==> src/rtl/uart_tx_unit.sv <==
// ---------------------------------------------------------------------------
// uart_tx_unit
// UART transmitter. On an accepted send it sends one frame on data_tx:
// a start bit, 8 data bits LSB first, an optional parity bit and a stop bit.
// The baud-rate and parity codes match the receiver, so one config register
// can drive both ends.
//
// Ports:
//   clock        system clock, rising-edge logic
//   reset_n      asynchronous active-low reset
//   send         transmit request, sampled only while idle
//   data_in      byte to transmit, latched on accept
//   parity_type  00 none, 01 odd, 10 even, 11 none
//   baud_rate    00 2400, 01 4800, 10 9600, 11 19200 baud
//   data_tx      serial line (idles high, driven from a register)
//   active_flag  high while a frame is in progress
//   done_flag    one-cycle pulse in the first idle cycle after a frame
// ---------------------------------------------------------------------------
module uart_tx_unit #(
  parameter int CLK_FREQ = 50_000_000
) (
  input  logic       clock,
  input  logic       reset_n,
  input  logic       send,
  input  logic [7:0] data_in,
  input  logic [1:0] parity_type,
  input  logic [1:0] baud_rate,
  output logic       data_tx,
  output logic       active_flag,
  output logic       done_flag
);

  // The counter only holds values up to DIV-1, so log2 of the slowest
  // divisor gives enough bits.
  localparam int DIV_MAX = CLK_FREQ / 2400;
  localparam int CNT_W   = (DIV_MAX > 1) ? $clog2(DIV_MAX) : 1;

  localparam logic [CNT_W-1:0] DIV_2400  = CNT_W'(CLK_FREQ / 2400);
  localparam logic [CNT_W-1:0] DIV_4800  = CNT_W'(CLK_FREQ / 4800);
  localparam logic [CNT_W-1:0] DIV_9600  = CNT_W'(CLK_FREQ / 9600);
  localparam logic [CNT_W-1:0] DIV_19200 = CNT_W'(CLK_FREQ / 19200);

  typedef enum logic [2:0] {
    IDLE   = 3'd0,
    START  = 3'd1,
    DATA   = 3'd2,
    PARITY = 3'd3,
    STOP   = 3'd4
  } state_t;

  state_t           state_r, state_nxt_s;
  logic [CNT_W-1:0] cnt_r, cnt_nxt_s;
  logic [2:0]       idx_r, idx_nxt_s;
  logic [7:0]       byte_r, byte_nxt_s;
  logic [1:0]       par_r, par_nxt_s;
  logic [1:0]       baud_r, baud_nxt_s;
  logic [CNT_W-1:0] div_s;
  logic             bit_last_s;
  logic             par_bit_s;
  logic             tx_nxt_s;
  logic             active_nxt_s;
  logic             done_nxt_s;

  function automatic logic [CNT_W-1:0] div_sel(input logic [1:0] code);
    logic [CNT_W-1:0] d;
    case (code)
      2'b00:   d = DIV_2400;
      2'b01:   d = DIV_4800;
      2'b10:   d = DIV_9600;
      2'b11:   d = DIV_19200;
      default: d = DIV_19200;
    endcase
    return d;
  endfunction

  function automatic logic parity_bit(input logic [7:0] d, input logic [1:0] code);
    logic p;
    case (code)
      2'b01:   p = ~^d;
      2'b10:   p = ^d;
      default: p = 1'b1;
    endcase
    return p;
  endfunction

  function automatic logic has_parity(input logic [1:0] code);
    return (code == 2'b01) || (code == 2'b10);
  endfunction

  assign div_s      = div_sel(baud_r);
  assign bit_last_s = (cnt_r == (div_s - CNT_W'(1)));

  // State, counters and latched frame parameters.
  always_ff @(posedge clock or negedge reset_n) begin
    if (!reset_n) begin
      state_r <= IDLE;
      cnt_r   <= '0;
      idx_r   <= 3'd0;
      byte_r  <= 8'd0;
      par_r   <= 2'd0;
      baud_r  <= 2'd0;
    end else begin
      state_r <= state_nxt_s;
      cnt_r   <= cnt_nxt_s;
      idx_r   <= idx_nxt_s;
      byte_r  <= byte_nxt_s;
      par_r   <= par_nxt_s;
      baud_r  <= baud_nxt_s;
    end
  end

  // Next-state logic: each non-idle state holds for DIV cycles.
  always_comb begin
    state_nxt_s = state_r;
    cnt_nxt_s   = cnt_r;
    idx_nxt_s   = idx_r;
    byte_nxt_s  = byte_r;
    par_nxt_s   = par_r;
    baud_nxt_s  = baud_r;
    case (state_r)
      IDLE: begin
        cnt_nxt_s = '0;
        idx_nxt_s = 3'd0;
        if (send) begin
          state_nxt_s = START;
          byte_nxt_s  = data_in;
          par_nxt_s   = parity_type;
          baud_nxt_s  = baud_rate;
        end else begin
          state_nxt_s = IDLE;
        end
      end
      START: begin
        if (bit_last_s) begin
          state_nxt_s = DATA;
          cnt_nxt_s   = '0;
          idx_nxt_s   = 3'd0;
        end else begin
          cnt_nxt_s = cnt_r + CNT_W'(1);
        end
      end
      DATA: begin
        if (bit_last_s) begin
          cnt_nxt_s = '0;
          if (idx_r == 3'd7) begin
            idx_nxt_s   = 3'd0;
            state_nxt_s = has_parity(par_r) ? PARITY : STOP;
          end else begin
            idx_nxt_s = idx_r + 3'd1;
          end
        end else begin
          cnt_nxt_s = cnt_r + CNT_W'(1);
        end
      end
      PARITY: begin
        if (bit_last_s) begin
          state_nxt_s = STOP;
          cnt_nxt_s   = '0;
        end else begin
          cnt_nxt_s = cnt_r + CNT_W'(1);
        end
      end
      STOP: begin
        if (bit_last_s) begin
          state_nxt_s = IDLE;
          cnt_nxt_s   = '0;
        end else begin
          cnt_nxt_s = cnt_r + CNT_W'(1);
        end
      end
      default: begin
        state_nxt_s = IDLE;
        cnt_nxt_s   = '0;
        idx_nxt_s   = 3'd0;
      end
    endcase
  end

  // Output decode from the next state, so the registered outputs line up
  // with the state they describe (line goes low on the accepting edge).
  always_comb begin
    par_bit_s    = parity_bit(byte_nxt_s, par_nxt_s);
    tx_nxt_s     = 1'b1;
    active_nxt_s = (state_nxt_s != IDLE);
    done_nxt_s   = (state_r == STOP) && (state_nxt_s == IDLE);
    case (state_nxt_s)
      IDLE:    tx_nxt_s = 1'b1;
      START:   tx_nxt_s = 1'b0;
      DATA:    tx_nxt_s = byte_nxt_s[idx_nxt_s];
      PARITY:  tx_nxt_s = par_bit_s;
      STOP:    tx_nxt_s = 1'b1;
      default: tx_nxt_s = 1'b1;
    endcase
  end

  // Output registers; reset forces the line high immediately.
  always_ff @(posedge clock or negedge reset_n) begin
    if (!reset_n) begin
      data_tx     <= 1'b1;
      active_flag <= 1'b0;
      done_flag   <= 1'b0;
    end else begin
      data_tx     <= tx_nxt_s;
      active_flag <= active_nxt_s;
      done_flag   <= done_nxt_s;
    end
  end

endmodule
==> config.mk <==
export PLATFORM = sky130hd
export DESIGN_NAME = uart_tx_unit
export DESIGN_NICKNAME = d
export VERILOG_FILES = /design/src/rtl/uart_tx_unit.sv
export SDC_FILE = /design/constraint.sdc
export NUM_CORES = 1
export LEC_CHECK = 0
export CAP_MARGIN = 5
export CORE_ASPECT_RATIO = 0.9
export CORE_UTILIZATION = 50
export CTS_BUF_LIST = sky130_fd_sc_hd__clkbuf_16
export DETAILED_ROUTE_END_ITERATION = 8
export PLACE_DENSITY = 0.73
export SLEW_MARGIN = 10
export SYNTH_ARGS = -nofsm -noshare
export SYNTH_HDL_FRONTEND = slang
export SYNTH_SLANG_ARGS = --single-unit
==> constraint.sdc <==
create_clock -name clock -period 3.3 [get_ports clock]
set_clock_uncertainty 0.15 [all_clocks]
set_input_delay 0.66 -clock clock [delete_from_list [all_inputs] [get_ports clock]]
set_output_delay 0.66 -clock clock [all_outputs]
set_load 0.005 [all_outputs]
Word level (Yosys, flattened, before mapping)
Index checks and enable logic that the tools add are counted.

Register bits: 36. Bits in latches: 0. Memory bits (writable): 0. ROM bits: 0. Output and inout bits: 3. Logic and storage cells: 63. Memories: 0.

$add $sub $neg: 3. Multiply operators: 0. Divide/modulo/power cells: 0. Magnitude comparators: 1. Equal/unequal tests: 16. Shift operators: 0. Mux-type cells: 23. Bitwise operators: 0. Reductions and logical operators: 11.

Operator list (count): $pmux 15 s4 (1); $mux 15 (2); $mux 3 (9); $mux 8 (2); $add 15x1->15 const B (1); $eq 15x15->1 (1); $pmux 3 s5 (1); $sub 15x1->15 const B (1); $eq 3x2->1 const B (4); $pmux 3 s3 (1); $eq 2x2->1 const B (4); $reduce_xnor 8->1 (1); $reduce_xor 8->1 (1); $eq 2x1->1 const B (3); $eq 3x1->1 const B (2); $eq 3x3->1 const B (2); $logic_not 3->1 (2); $lt 3x4->1 const B (1); $mux 2 (2); $reduce_or 4->1 (1); $add 3x1->3 const B (1); $bmux 1 s3 (1); $pmux 1 s3 (1); $reduce_bool 3->1 (1); other kinds (7) (8).

Depth between registers and ports, before layout
Depth in word-level cells: 9. Mapped depth: 11. Mapped depth without buffers: 11.

Worst setup path before layout
OpenSTA, ideal clock, no wires.

Path type: register to register. From: register baud_r[0]. To: register data_tx. Setup time: 82 ps. Data arrival time: 3078 ps. Data required time: 3068 ps. Slack: -10 ps. Cell stages (with the launch flop): 12. Buffers on the path: 1. Clock period less this slack: 3310 ps. Cell sequence: dfrtp_1 inv_1 ha_1 or3b_2 and3_1 o2111ai_2 clkbuf_1 o2111ai_1 and2_1 a2111oi_0 nor4_1 a22oi_1.

Word-level cells in the longest chain between the ends: 9.

RTL lines: start: declaration (line 56) `logic [1:0] baud_r, baud_nxt_s;`; start signal: assignment (line 108) `baud_r <= baud_nxt_s;`; $eq 2x2->1, or another cell as far along (line 66) `case (code)`; $pmux 15 s4 (*) (line 66); $sub 15x1->15 (*) (line 91) `assign bit_last_s = (cnt_r == (div_s - CNT_W'(1)));`; $eq 15x15->1 (*) (line 91); $mux 3, on equally long branches (line 143, 134); $pmux 3 s3 (line 120) `case (state_r)`; $bmux 1 s3 (line 189) `DATA: tx_nxt_s = byte_nxt_s[idx_nxt_s];`; $mux 1 (not written as such) (line 189); $pmux 1 s3 (*) (line 186) `case (state_nxt_s)`; named net tx_nxt_s (line 60) `logic tx_nxt_s;`; end signal: assignment (line 203) `data_tx <= tx_nxt_s;`; end: declaration (line 28) `output logic data_tx,`.

The timed path passes the listed nets; every way through them passes the cells marked *. The select of a mux whose other input is x is not followed. A chain may end at the register's enable or synchronous reset.

Worst setup path after layout
From: register baud_r[0]. To: register data_tx.

Word-level cells in the longest chain between the ends: 9.

RTL lines: $eq 2x2->1, or another cell as far along (line 66); $pmux 15 s4 (*) (line 66); $sub 15x1->15 (*) (line 91); $eq 15x15->1 (*) (line 91); $mux 3, on equally long branches (line 143, 134); $pmux 3 s3 (*) (line 120); named net idx_nxt_s[0] (line 53) `logic [2:0] idx_r, idx_nxt_s;`; $bmux 1 s3 (*) (line 189); $mux 1 (not written as such) (*) (line 189); $pmux 1 s3 (*) (line 186); named net tx_nxt_s (line 60).

Marks and branches as above.

==> out/results.tsv <==
metric	value	unit
status	finished, final reports clean	
gp_congestion	0.902	
layout.cells.most_common_list	35 x dfrtp_1, 23 x nor2_1, 17 x clkdlybuf4s50_1, 17 x buf_4, 16 x xnor2_1	
crit_type	reg -> reg	
synth_area	2080	um2
worstMarginPinSlew	0.518	ns
first_global_vias	1699	
syn_inst	204	
critical_path_arrival	3.26	ns
fp.dieW	70.0	um
fillers	262	
wl_per_cell	17.1	um
end_kind	flop	
synth-seq-area-share	43.3	%
cts_sinks	36	
routed_via_density	5.83	
hp-class	reg -> reg	
htreeDepth	2	
maxSlewHeadroom	65.5	%
cts_buffer_depth	2	
diodes	0	
utilization	70.0	%
initial_core_util	53.9	%
slew_violations	0	
cts_buffers	5	
io_buffers	17	
path_max_fanout	6	
finalSetupViolCount	0	
initialDrtViolationCount	123	
maxCapViolations	0	
synth_top_cells_by_area	dfrtp_1 42%, xnor2_1 6.7%, ha_1 6.6%, nor2_1 4.1%, xor2_1 3.8%	
core	3860	um2
multi_input_area	1260	um2
die_area	4430	um2
gr-usage-all-layers	22.9	%
ir_drop	297	uV
synth_nets	230	
nNetsFinal	265	
wirelength	4900	um
drc_errors	0	
leakage	1.17	nW
ys_types	42	
synth_warnings	0	
finalCritPeriodShare	97.5	%
cts_tree	yes	
root_buffer	clkbuf_16	
cp-start-kind	flop	
p_per_area	371	nW/um2
grt_pass1_wl	7920	um
die_y	63.2	um
gr-total-overflow	0	
clkSlewWorstSetupHoldPaths	0.06	ns
dp.cells	275	
required	3.35	ns
grt_max_degree	37	
io_pins	18	
final_cells	286	
clk_latency	0.28	ns
antenna_left	0	
hold_violations	0	
layout-drive-gt1-share	23.3	%
avgSynthCellArea	10.2	um2
final_common_cell	dfrtp_1	
syn_to_final_growth	29.8	%
synth_area_leader_cell	dfrtp_1	
cts_hold_buf	0	
routed-via-count	1668	
synth_top_area_share	42.0	%
antenna_found_initial	0	
seq_area	902	um2
max_freq	0.311	GHz
fin_crit	3.22	ns
drt_first_pass_iters	5	
synth_seq_cells	36	
fp-row-count	21	
dp_hpwl	3240	um
-- cells in the mapped netlist (all sizes together) --
| master | instances |
|---|---|
| nand2 | 9 |
| o21ai | 4 |
| o211a | 1 |
| nor4b | 3 |
| nand3b | 1 |
| nand4b | 1 |
| inv | 13 |
| or3 | 4 |
| nor4 | 2 |
| xnor2 | 16 |
| dfstp | 1 |
| or3b | 3 |
| mux2 | 5 |
| a21boi | 1 |
| o2111ai | 2 |
| a22oi | 3 |
| o41a | 1 |
| nor2b | 4 |
| nor4bb | 1 |
| a211oi | 1 |
| a2111oi | 5 |
| nand3 | 12 |
| a21oi | 8 |
| maj3 | 1 |
| nand4 | 2 |
| dfrtp | 35 |
| xor2 | 9 |
| mux2i | 6 |
| ha | 11 |
| or4b | 1 |
| and3 | 6 |
| a31o | 1 |
| and2 | 1 |
| clkbuf | 6 |
| nor2 | 23 |
| o21bai | 1 |
-- flip-flops by register name, indices dropped and copies added (netlist names) --
signal	cells
active_flag	1
baud_r	2
byte_r	8
cnt_r	15
data_tx	1
done_flag	1
idx_r	3
par_r	2
state_r	3
-- through the flow --
step | total power [mW] | setup WS [ns] | setup TNS, ns | hold WS [ns] | cell area (um2)
floorplan | 0.506 | 0.0789 | 0 | 0.214 | 2080
global placement | 0.546 | 0.0472 | 0 | 0.335 | 2390
detailed placement | 0.550 | -0.0255 | -0.0255 | 0.352 | 2390
CTS | 1.00 | 0.00808 | 0 | 0.366 | 2550
global route | 1.05 | -0.0430 | -0.0430 | 0.389 | 2710
finish | 1.00 | 0.0838 | 0 | 0.364 | 2710
-- cell type report --
class                           instances  share of cell area, %
Clock buffer                            5                   4.63
Inverter                               13                   1.80
Sequential cell                        36                   33.3
Tap cell                               46                   2.13
Timing Repair Buffer                   34                   11.0
Clock inverter                          3                  0.601
Multi-Input combinational cell        149                   46.5
-- worst paths after layout --
check / start / end / slack, ns / cells after the start
worst max register to register: baud_r[0] / data_tx / 0.08 / 9
worst max-delay path: baud_r[0] / data_tx / 0.08 / 9
min in group asynchronous: reset_n / cnt_r[1] / 0.65 / 2
worst min register to register: cnt_r[0] / cnt_r[0] / 0.36 / 1
worst min-delay path: cnt_r[0] / cnt_r[0] / 0.36 / 1
max in group asynchronous: reset_n / data_tx / 1.98 / 2
-- where the power goes --
| group | internal, mW | switching, mW |
|---|---|---|
| sequential | 0.450 | 0.00376 |
| clock | 0.275 | 0.174 |
| combinational | 0.0532 | 0.0483 |
-- worst max-delay path, stage by stage (launching register included) --
cell and delay, ns:
dfrtp_1 0.41, or4b_4 0.57, a2111oi_4 0.42, o2111ai_4 0.24, maj3_2 0.42, a21boi_4 0.19
inv_1 0.12, a2111oi_4 0.34, nor4_2 0.09, a22oi_1 0.18
-- logic make-up (layout without fill, tap and decap cells) --
family / after synthesis / count (layout) / synth area share (%)
DFF: 36 / 36 / 43.3
xor gates and xnor gates: 25 / 25 / 10.5
muxes: 11 / 11 / 5.59
and+or+nand+nor: 73 / 73 / 19.1
AOI/OAI and AO/OA: 28 / 28 / 10.9
buffers and inverters: 19 / 55 / 3.42
adders and majority gates: 12 / 12 / 7.15
-- per-layer routing --
| layer | GRT usage (%) | share of wire [%] |
|---|---|---|
| met1 | 32.1 | 47 |
| met2 | 35.0 | 47 |
| met3 | 5.12 | 4.1 |
| met4 | 8.25 | 1.6 |
| met5 | 0 | 0 |
-- timing repair --
| action | in CTS | in global routing |
|---|---|---|
| buffers inserted | 0 | 3 |
| pin swaps | 4 | 10 |
| endpoints found under the setup margin | 1 | 1 |
| cloned | 0 | 0 |
| resized for setup | 3 | 24 |
No activity file was read; power rests on OpenSTA's default activity.
